File: config.mk
export PLATFORM = sky130hd
export DESIGN_NAME = fetch_unit
export DESIGN_NICKNAME = d
export VERILOG_FILES = /design/src/rtl/fetch_unit.sv
export SDC_FILE = /design/constraint.sdc
export NUM_CORES = 1
export LEC_CHECK = 0
export CORE_UTILIZATION = 50
export DETAILED_ROUTE_END_ITERATION = 16
export DONT_BUFFER_PORTS = 1
export HOLD_SLACK_MARGIN = 0.02
export PLACE_DENSITY = 0.67
export SLEW_MARGIN = 15
export SYNTH_ARGS = -nofsm -noshare
export SYNTH_HDL_FRONTEND = slang
export SYNTH_SLANG_ARGS = --single-unit
File: constraint.sdc
create_clock -name clk -period 2.4 [get_ports clk]
set_input_delay 0.36 -clock clk [delete_from_list [all_inputs] [get_ports clk]]
set_output_delay 0.36 -clock clk [all_outputs]
set_load 0.02 [all_outputs]
File: src/rtl/fetch_unit.sv
// Instruction fetch stage: drives the PC, reads a 1-cycle-latency ROM and
// buffers address-tagged instructions for decode behind a valid/ready handshake.
module fetch_unit #(
    parameter int WIDTH = 16,
    parameter int DEPTH = 2
) (
    input  logic             clk,
    input  logic             reset,
    input  logic [WIDTH-1:0] pc_value,
    output logic [WIDTH-1:0] pc_in,
    output logic             pc_load,
    output logic             pc_inc,
    output logic [WIDTH-1:0] rom_addr,
    output logic             rom_rd,
    input  logic [WIDTH-1:0] rom_data,
    input  logic             jump,
    input  logic [WIDTH-1:0] jump_target,
    output logic [WIDTH-1:0] instr_out,
    output logic [WIDTH-1:0] instr_addr,
    output logic             instr_valid,
    input  logic             instr_ready
);

    localparam int AW = (DEPTH > 1) ? $clog2(DEPTH) : 1;
    localparam int CW = AW + 1;

    logic [WIDTH-1:0] r_data [DEPTH];
    logic [WIDTH-1:0] r_addr [DEPTH];
    logic [AW-1:0]    r_head;
    logic [AW-1:0]    r_tail;
    logic [CW-1:0]    r_count;
    logic             r_inflight;
    logic [WIDTH-1:0] r_tag;

    logic             w_pop;
    logic             w_push;
    logic             w_issue;
    logic [CW:0]      w_used;
    logic [CW:0]      w_limit;

    assign instr_valid = reset && (r_count != '0);
    assign instr_out   = r_data[r_head];
    assign instr_addr  = r_addr[r_head];

    // A jump flushes the buffer, so it also kills any same-cycle pop and
    // the return of the read that is in flight right now.
    assign w_pop  = reset && !jump && instr_valid && instr_ready;
    assign w_push = reset && !jump && r_inflight;

    // Slots already held plus the outstanding read must leave room; a
    // same-cycle pop frees one so a ready decoder sees one word per cycle.
    assign w_used  = {1'b0, r_count} + (CW+1)'(r_inflight);
    assign w_limit = (CW+1)'(DEPTH) + (CW+1)'(w_pop);
    assign w_issue = reset && !jump && (w_used < w_limit);

    assign rom_addr = pc_value;
    assign rom_rd   = w_issue;
    assign pc_inc   = w_issue;
    assign pc_load  = reset && jump;
    assign pc_in    = pc_load ? jump_target : '0;

    always_ff @(posedge clk) begin
        if (!reset) begin
            r_head     <= '0;
            r_tail     <= '0;
            r_count    <= '0;
            r_inflight <= 1'b0;
            r_tag      <= '0;
        end else begin
            r_inflight <= w_issue;
            r_tag      <= pc_value;
            if (jump) begin
                r_head  <= '0;
                r_tail  <= '0;
                r_count <= '0;
            end else begin
                if (w_push)
                    r_tail <= r_tail + AW'(1);
                if (w_pop)
                    r_head <= r_head + AW'(1);
                r_count <= r_count + CW'(w_push) - CW'(w_pop);
            end
        end
    end

    always_ff @(posedge clk) begin
        if (w_push) begin
            r_data[r_tail] <= rom_data;
            r_addr[r_tail] <= r_tag;
        end
    end

endmodule

==> results.yml, run 1 <==
routing:
  drt_wl_total_mm: 5.27
  vias: 1517
  ant_nets: 0
  vias_per_cell: 5.46
  wl_per_cell_um: 19.0
  drt_iter0_markers: 80
  first_pass_iters: 4
  post-route-drc-count: 0
clock_tree:
  cts_hold_buf: 0
  clkTransAtPathRegs_ps: 80
  cts_resized: 0
  post_cts_buffers: 0
  cts.path.max_buffers: 2
  cts_tree: "yes"
  clock_latency_ps: 340
  clockRootBuffer: "clkbuf_8"
  cts_sinks: 86
  cts_buffers: 9
  cts_max_level: 3
sta:
  rsz0062_at_grt: "false"
  fin_crit_ps: 2040
  skew_ps: 7.06
  worstMarginPinSlew_ps: 472
  setup_viol: 0
  maxSlewHeadroom: 0.685
  hold_viol_final: 0
  max_freq_mhz: 491
  fin_setup_tns_ps: 0
  fin_crit_sh: 0.849
  drv_slew: 0
placed_design:
  routabilityCongestion: 0.739
  dp.cells: 259
  portBuffers: 0
  place_hpwl_mm: 3.82
cells_and_area:
  fillers: 476
  layout-drive-gt1-share: 0.293
  instances_no_fill: 278
  synthToLayoutAreaGrowth_pct: 7.08
  nNetsFinal: 249
critical_path:
  end_kind: "primary output"
  ff2ff_path_depth: 8
  crit_type: "reg2out"
  worstSetupStartpointType: "flop"
  cp.required_ps: 2040
  crit_fanout: 4
  cp.arrival_ps: 1680
die:
  ios: 120
  core-area_um2: 6350
  initial_utilization: 0.517
  die_height_um: 83.1
  row_count: 29
  die_x_um: 83.1
  die-area_um2: 6900
synth:
  synth_area_um2: 3290
  synthesis.nets: 258
  synth_warnings: 0
  syn_avg_cell_area_um2: 16.3
  ys_ff_latch: 86
  ys_types: 22
  ys_seq_area_frac: 0.719
  syn_inst: 202
status:
  outcome: "complete, no violations"
hold_path:
  holdPathStages: 0
  hold_path_class: "in2reg"
global_routing:
  grt.overflow.total: 0
  grt_start_max_net_pins: 37
  grt_pass1_wl_mm: 8.25
  grt_pass1_vias: 1658
  grt_antenna_before_repair: 3
  grt.total_usage: 0.161
power:
  power.density_nw_per_um2: 794
  peakVddDrop_v: 0.000322
  p_leak_uw: 0.00127
flow_run:
  cap_violations: 0
[layout make-up]
class,count,area (µm²),area share
multi-input combinational,90,758,0.216
clock inverter,4,51.3,0.0146
inverter,1,3.75,0.00107
sequential,86,2360,0.671
tap,77,96.3,0.0274
timing repair buffer,5,62.6,0.0178
antenna,3,7.51,0.00213
clock buffer,12,176,0.0501
[cells by family (layout without fill, tap and decap cells)]
| logic type | after synthesis | after routing | synth area share |
|---|---|---|---|
| buffers and inverters | 26 | 22 | 0.0525 |
| AND/OR/NAND/NOR | 48 | 48 | 0.0895 |
| adder cells (fa/ha/maj) | 4 | 4 | 0.0152 |
| other | 0 | 3 | 0 |
| AO/OA/AOI/OAI | 3 | 3 | 0.00609 |
| multiplexers | 32 | 32 | 0.110 |
| flip-flops | 86 | 86 | 0.719 |
| XOR/XNOR | 3 | 3 | 0.00800 |
[where the power goes]
group          internal (µW)  leakage (µW)  switching, µW
combinational           30.0      0.000386           54.4
sequential              1620      0.000767           11.7
clock                    601      0.000114            476
total                   2250       0.00127            542
[worst max-delay path, stage by stage (launching register included)]
cell and delay (ps):
dfxtp_1 350, ha_1 220, ha_1 270, o21a_1 120, nor3_1 170, buf_4 220
[registers in the layout, indices dropped and copies added (netlist names), named ones only]
| name | cells |
|---|---|
| r_inflight | 1 |
| r_tag | 16 |
| r_data | 32 |
| r_head | 1 |
| r_addr | 32 |
| r_count | 2 |
| r_tail | 1 |
[path summary, 6_finish.rpt]
check | startpoint | to | slack [ps]
hold reg to reg | r_tag[12] | r_addr[0][12] | 430
setup reg to reg | r_count[1] | r_count[1] | 400
setup / recovery | r_count[0] | pc_inc | 360
hold / removal | rom_data[6] | r_data[1][6] | 110
[per-layer routing]
metal  vias to the layer above  share of wire  global-route usage
li1                        702              -                   -
met1                       722           0.37               0.165
met2                        88           0.53               0.283
met3                         5          0.087              0.0746
met4                         0          0.011              0.0658
met5                         -              0                   0
[placed cells by master, fill, tap and decap left out, drive strengths merged, types with 2 or more instances in the layout]
master and instances:
and2 18, clkbuf 12, ha 4, nand2 2, mux2 32, buf 5, edfxtp 64, dfxtp 22
nor2 5, o21a 2, nor3 2, diode 3, and3 17, clkinv 2, xnor2 2
[cells in the mapped netlist]
cell type / number / area share
xor2_1: 1 / 0.0027
mux2_2: 30 / 0.10
and2b_2: 1 / 0.0027
edfxtp_1: 64 / 0.58
nand3_1: 1 / 0.0015
and2_1: 18 / 0.034
nand2_1: 2 / 0.0023
buf_4: 20 / 0.046
and3_2: 4 / 0.0091
clkbuf_1: 5 / 0.0057
nor2_1: 5 / 0.0057
xnor2_1: 2 / 0.0053
o21a_1: 2 / 0.0046
and3_1: 13 / 0.025
or3_1: 1 / 0.0019
ha_1: 4 / 0.015
nand2b_4: 1 / 0.0042
dfxtp_1: 22 / 0.13
mux2_1: 2 / 0.0069
nor3_1: 2 / 0.0030
inv_1: 1 / 0.0011
o21ai_0: 1 / 0.0015
[per-stage QoR]
step                      power (µW)   util  area, µm²  setup WS, ps  hold slack (ps)
after CTS                       2820  0.553       3510           341             99.7
after global placement          1750  0.517       3280           675              406
after global routing            2890  0.554       3520           276             91.2
after floorplan                 1780      -       3290           400              404
after detailed placement        1750  0.517       3280           464              417
final                           2790  0.554       3520           362              113
(Power assumes the default switching activity.)
==> inputs of run 2 (changes only) <==
clock period = 1.8 ns   (was 2.4 ns; I/O delays follow)
==> results.yml, run 2 (synthesis results as in run 1) <==
die:
  die_x_um: 83.1
  die-area_um2: 6900
  row_count: 29
  die_height_um: 83.1
  core-area_um2: 6350
  ios: 120
  initial_utilization: 0.517
critical_path:
  cp.arrival_ps: 1520
  crit_type: "reg2out"
  crit_fanout: 3
  slowest_delay_ps: 350
  crit_chain: "ha_4, ha_4, o21a_1, nor3_2, buf_6"
  end_kind: "primary output"
  cp_common_cell: "ha_4"
  cp.required_ps: 1530
  path_delay_family: "adder cells"
  crit_buf_inv: 1
  worstSetupStartpointType: "flop"
  crit_slowest_cell: "dfxtp_2"
sta:
  max_freq_mhz: 559
  worstMarginPinSlew_ps: 226
  skew_ps: 6.47
  hold_viol_final: 0
  hold_slack_ps: 55.3
  fin_setup_tns_ps: 0
  fin_crit_ps: 1790
  rsz0062_at_grt: "true"
  fin_crit_sh: 0.994
  drv_slew: 0
  fin_ws_ps: 10.6
  setup_viol: 0
  maxSlewHeadroom: 0.850
routing:
  wl_per_cell_um: 17.8
  wl_met1_mm: 1.88
  drt_wl_total_mm: 5.26
  dr_wl_met2_mm: 2.86
  highest_layer: "met5"
  first_pass_iters: 4
  post-route-drc-count: 0
  ant_nets: 0
  drt_iter0_markers: 54
  wl_met3_um: 402
  vias_per_cell: 5.30
  vias: 1569
global_routing:
  grt_pass1_vias: 1656
  grt_start_max_net_pins: 37
  grt.overflow.total: 0
  grt_antenna_before_repair: 3
  grt.total_usage: 0.162
  grt_pass1_wl_mm: 8.33
clock_tree:
  cts.path.max_buffers: 2
  clock_latency_ps: 330
  cts_buffers: 9
  clkTransAtPathRegs_ps: 80
  cts_max_level: 3
  clockRootBuffer: "clkbuf_8"
  cts_sinks: 86
  cts_tree: "yes"
cells_and_area:
  synthToLayoutAreaGrowth_pct: 12.3
  final_common_cell: "edfxtp_1"
  layout-drive-gt1-share: 0.300
  fillers: 492
  reg.largest.list: "r_addr x32, r_data x32, r_tag x16"
  layout_common_cells: "edfxtp_1, mux2_2, dfxtp_1, and2_1, dlygate4sd3_1"
  nNetsFinal: 268
  fin_util: 0.581
  instances_no_fill: 296
power:
  peakVddDrop_v: 0.000479
  power.density_nw_per_um2: 941
  p_leak_uw: 0.00133
hold_path:
  hold_path_class: "in2reg"
placed_design:
  routabilityCongestion: 0.686
  place_hpwl_mm: 3.34
  portBuffers: 0
  dp.cells: 259
  dp_slack_ps: 74.0
status:
  outcome: "complete, no violations"
flow_run:
  cap_violations: 0
-- run 2: cell count changes in the layout (fill, tap and decap cells not counted), sizes merged --
| cell | change |
|---|---|
| buf | +3 |
| bufinv | -1 |
| clkinv | +1 |
| diode | -1 |
| dlygate4sd3 | +16 |
-- run 2: per-stage QoR --
stage                     power, µW  cell area [µm²]
after CTS                      3510             3690
after detailed placement       2340             3300
final                          3470             3690
after global routing           3600             3690
after floorplan                2370             3300
after global placement         2330             3300
-- run 2: final cells by class --
type,count,area [µm²],share of cell area
well taps,77,96.3,0.0261
clock buffers,12,145,0.0393
flip-flops and latches,86,2370,0.642
clock inverters,4,22.5,0.00610
diodes,2,5.00,0.00136
multi-input cells,90,788,0.214
inverters,1,3.75,0.00102
repair buffers,24,262,0.0708
-- run 2: repair_timing --
| item | in CTS | in global routing |
|---|---|---|
| endpoints found under the hold margin | 32 | 0 |
| gates resized for setup | 9 | 0 |
| setup endpoints to repair | 2 | 2 |
| pin swaps | 2 | 0 |
| setup buffers | 3 | 0 |
| hold buffers | 16 | 0 |
-- run 2: metal layers --
metal  vias to the layer above  global-route usage
met5                         -                   0
met3                        10              0.0517
li1                        739                   -
met2                        83               0.297
met1                       735               0.160
met4                         2              0.0925
-- run 2: final timing paths --
check                  start            end  slack, ps  cells after the start
setup reg to reg  r_count[1]     r_count[1]        100                      8
setup / recovery  r_count[0]         pc_inc         10                      5
hold / removal         reset       r_tag[2]         60                      1
hold reg to reg    r_tag[12]  r_addr[1][12]        430                      0
-- run 2: power by group --
group          leakage (µW)  internal, µW  switching [µW]
clock network     0.0000862           533             613
logic              0.000471          67.5            81.7
registers          0.000768          2160            15.5
total               0.00133          2760             710
-- run 2: worst reg2reg max path: stages (launching register included) --
cell	delay, ps
dfxtp_4	370
o21ai_1	170
nor2_1	60
ha_1	270
inv_1	40
ha_1	190
xnor2_1	140
or3_1	320
nand2_1	70
==> inputs of run 3 (changes only) <==
REMOVE_ABC_BUFFERS = 1   (was default)
==> results.yml, run 3 (synthesis results as in run 1) <==
cells_and_area:
  final_common_cell: "edfxtp_1"
  nNetsFinal: 272
  synthToLayoutAreaGrowth_pct: 15.3
  reg.largest.list: "r_addr x32, r_data x32, r_tag x16"
  layout-drive-gt1-share: 0.344
  layout_common_cells: "edfxtp_1, mux2_2, dfxtp_1, and2_1, dlygate4sd3_1"
critical_path:
  crit_fanout: 3
  cp.arrival_ps: 1560
  end_kind: "primary output"
  cp.required_ps: 1530
  crit_type: "reg2out"
  worstSetupStartpointType: "flop"
clock_tree:
  cts_tree: "yes"
  cts_buffers: 9
  clkTransAtPathRegs_ps: 80
  clockRootBuffer: "clkbuf_8"
  cts_max_level: 3
  clock_latency_ps: 340
  cts.path.max_buffers: 2
  cts_sinks: 86
sta:
  fin_ws_ps: -28.8
  fin_crit_ps: 1830
  fin_setup_tns_ps: -76.6
  fin_crit_sh: 1.02
  max_freq_mhz: 547
  setup_viol: 3
  drv_slew: 0
  skew_ps: 9.53
  maxSlewHeadroom: 0.803
  hold_viol_final: 0
  rsz0062_at_grt: "true"
  hold_slack_ps: 48.0
  worstMarginPinSlew_ps: 296
die:
  row_count: 29
  core-area_um2: 6350
  die-area_um2: 6900
  die_x_um: 83.1
  ios: 120
  die_height_um: 83.1
  initial_utilization: 0.517
routing:
  vias_per_cell: 5.47
  drt_wl_total_mm: 5.83
  wl_per_cell_um: 19.5
  vias: 1636
  drt_iter0_markers: 61
  post-route-drc-count: 0
  ant_nets: 0
  first_pass_iters: 4
global_routing:
  grt.overflow.total: 0
  grt_pass1_vias: 1783
  grt_antenna_before_repair: 1
  grt_pass1_wl_mm: 8.71
  grt.total_usage: 0.171
  grt_start_max_net_pins: 37
power:
  power.density_nw_per_um2: 960
  peakVddDrop_v: 0.000681
  p_leak_uw: 0.00135
hold_path:
  hold_path_class: "in2reg"
status:
  violations: "setup timing"
  outcome: "finished with violations"
placed_design:
  place_hpwl_mm: 3.75
  routabilityCongestion: 0.739
  portBuffers: 0
flow_run:
  cap_violations: 0
## run 3: changes by cell type in the layout (fill, tap and decap cells not counted), sizes merged, moves of 2 or more
cell      previous run  this run
clkinv               3         1
clkinvlp             1         3
clkbuf              12        10
buf                  8        12
## run 3: timing repair
item | 4_1_cts | 5_1_grt
hold buffers | 16 | 0
pin swaps | 4 | 8
hold endpoints to repair | 32 | 0
resized for setup | 12 | 8
endpoints found under the setup margin | 3 | 3
buffers inserted | 3 | 3
## run 3: area by class of cell
| class | count | area (µm²) |
|---|---|---|
| antenna | 1 | 2.50 |
| clock buffer | 10 | 128 |
| fill | 461 | 2560 |
| tap | 77 | 96.3 |
| inverter | 1 | 3.75 |
| multi-input combinational | 90 | 835 |
| timing repair buffer | 28 | 287 |
| clock inverter | 6 | 70.1 |
| sequential | 86 | 2370 |
## run 3: final timing paths
check              from            to  slack [ps]  cells past startpoint
max          r_count[0]        rom_rd         -30                      6
min               reset      r_tag[6]          50                      1
max reg2reg  r_count[0]    r_count[1]         -20                      9
min reg2reg    r_tag[0]  r_addr[0][0]         430                      0
## run 3: per-layer routing
metal | global-route usage | routed length, µm
met3 | 0.0477 | 404
met4 | 0.121 | 249
met2 | 0.319 | 3130
met1 | 0.156 | 2050
met5 | 0 | 0
## run 3: where the power goes
group	internal, µW	switching (µW)
logic	68.2	86.4
registers	2160	16.3
clock network	648	658
total	2880	761
## run 3: metrics by stage
step	worst slack [ps]	cell area, µm²	total power [µW]	utilization	cells
after floorplan	-536	3120	2310	-	177
after global placement	190	3290	2330	0.518	260
after detailed placement	-2.61	3290	2340	0.518	260
after CTS	-37.2	3720	3680	0.586	295
after global routing	-110	3790	3790	0.597	299
final	-28.8	3790	3640	0.597	299
## run 3: worst max-delay path, stage by stage (launching register included)
cell,delay (ps)
dfxtp_4,380
buf_6,110
o21ai_4,60
buf_6,110
o21a_1,190
nor3_2,200
buf_6,170
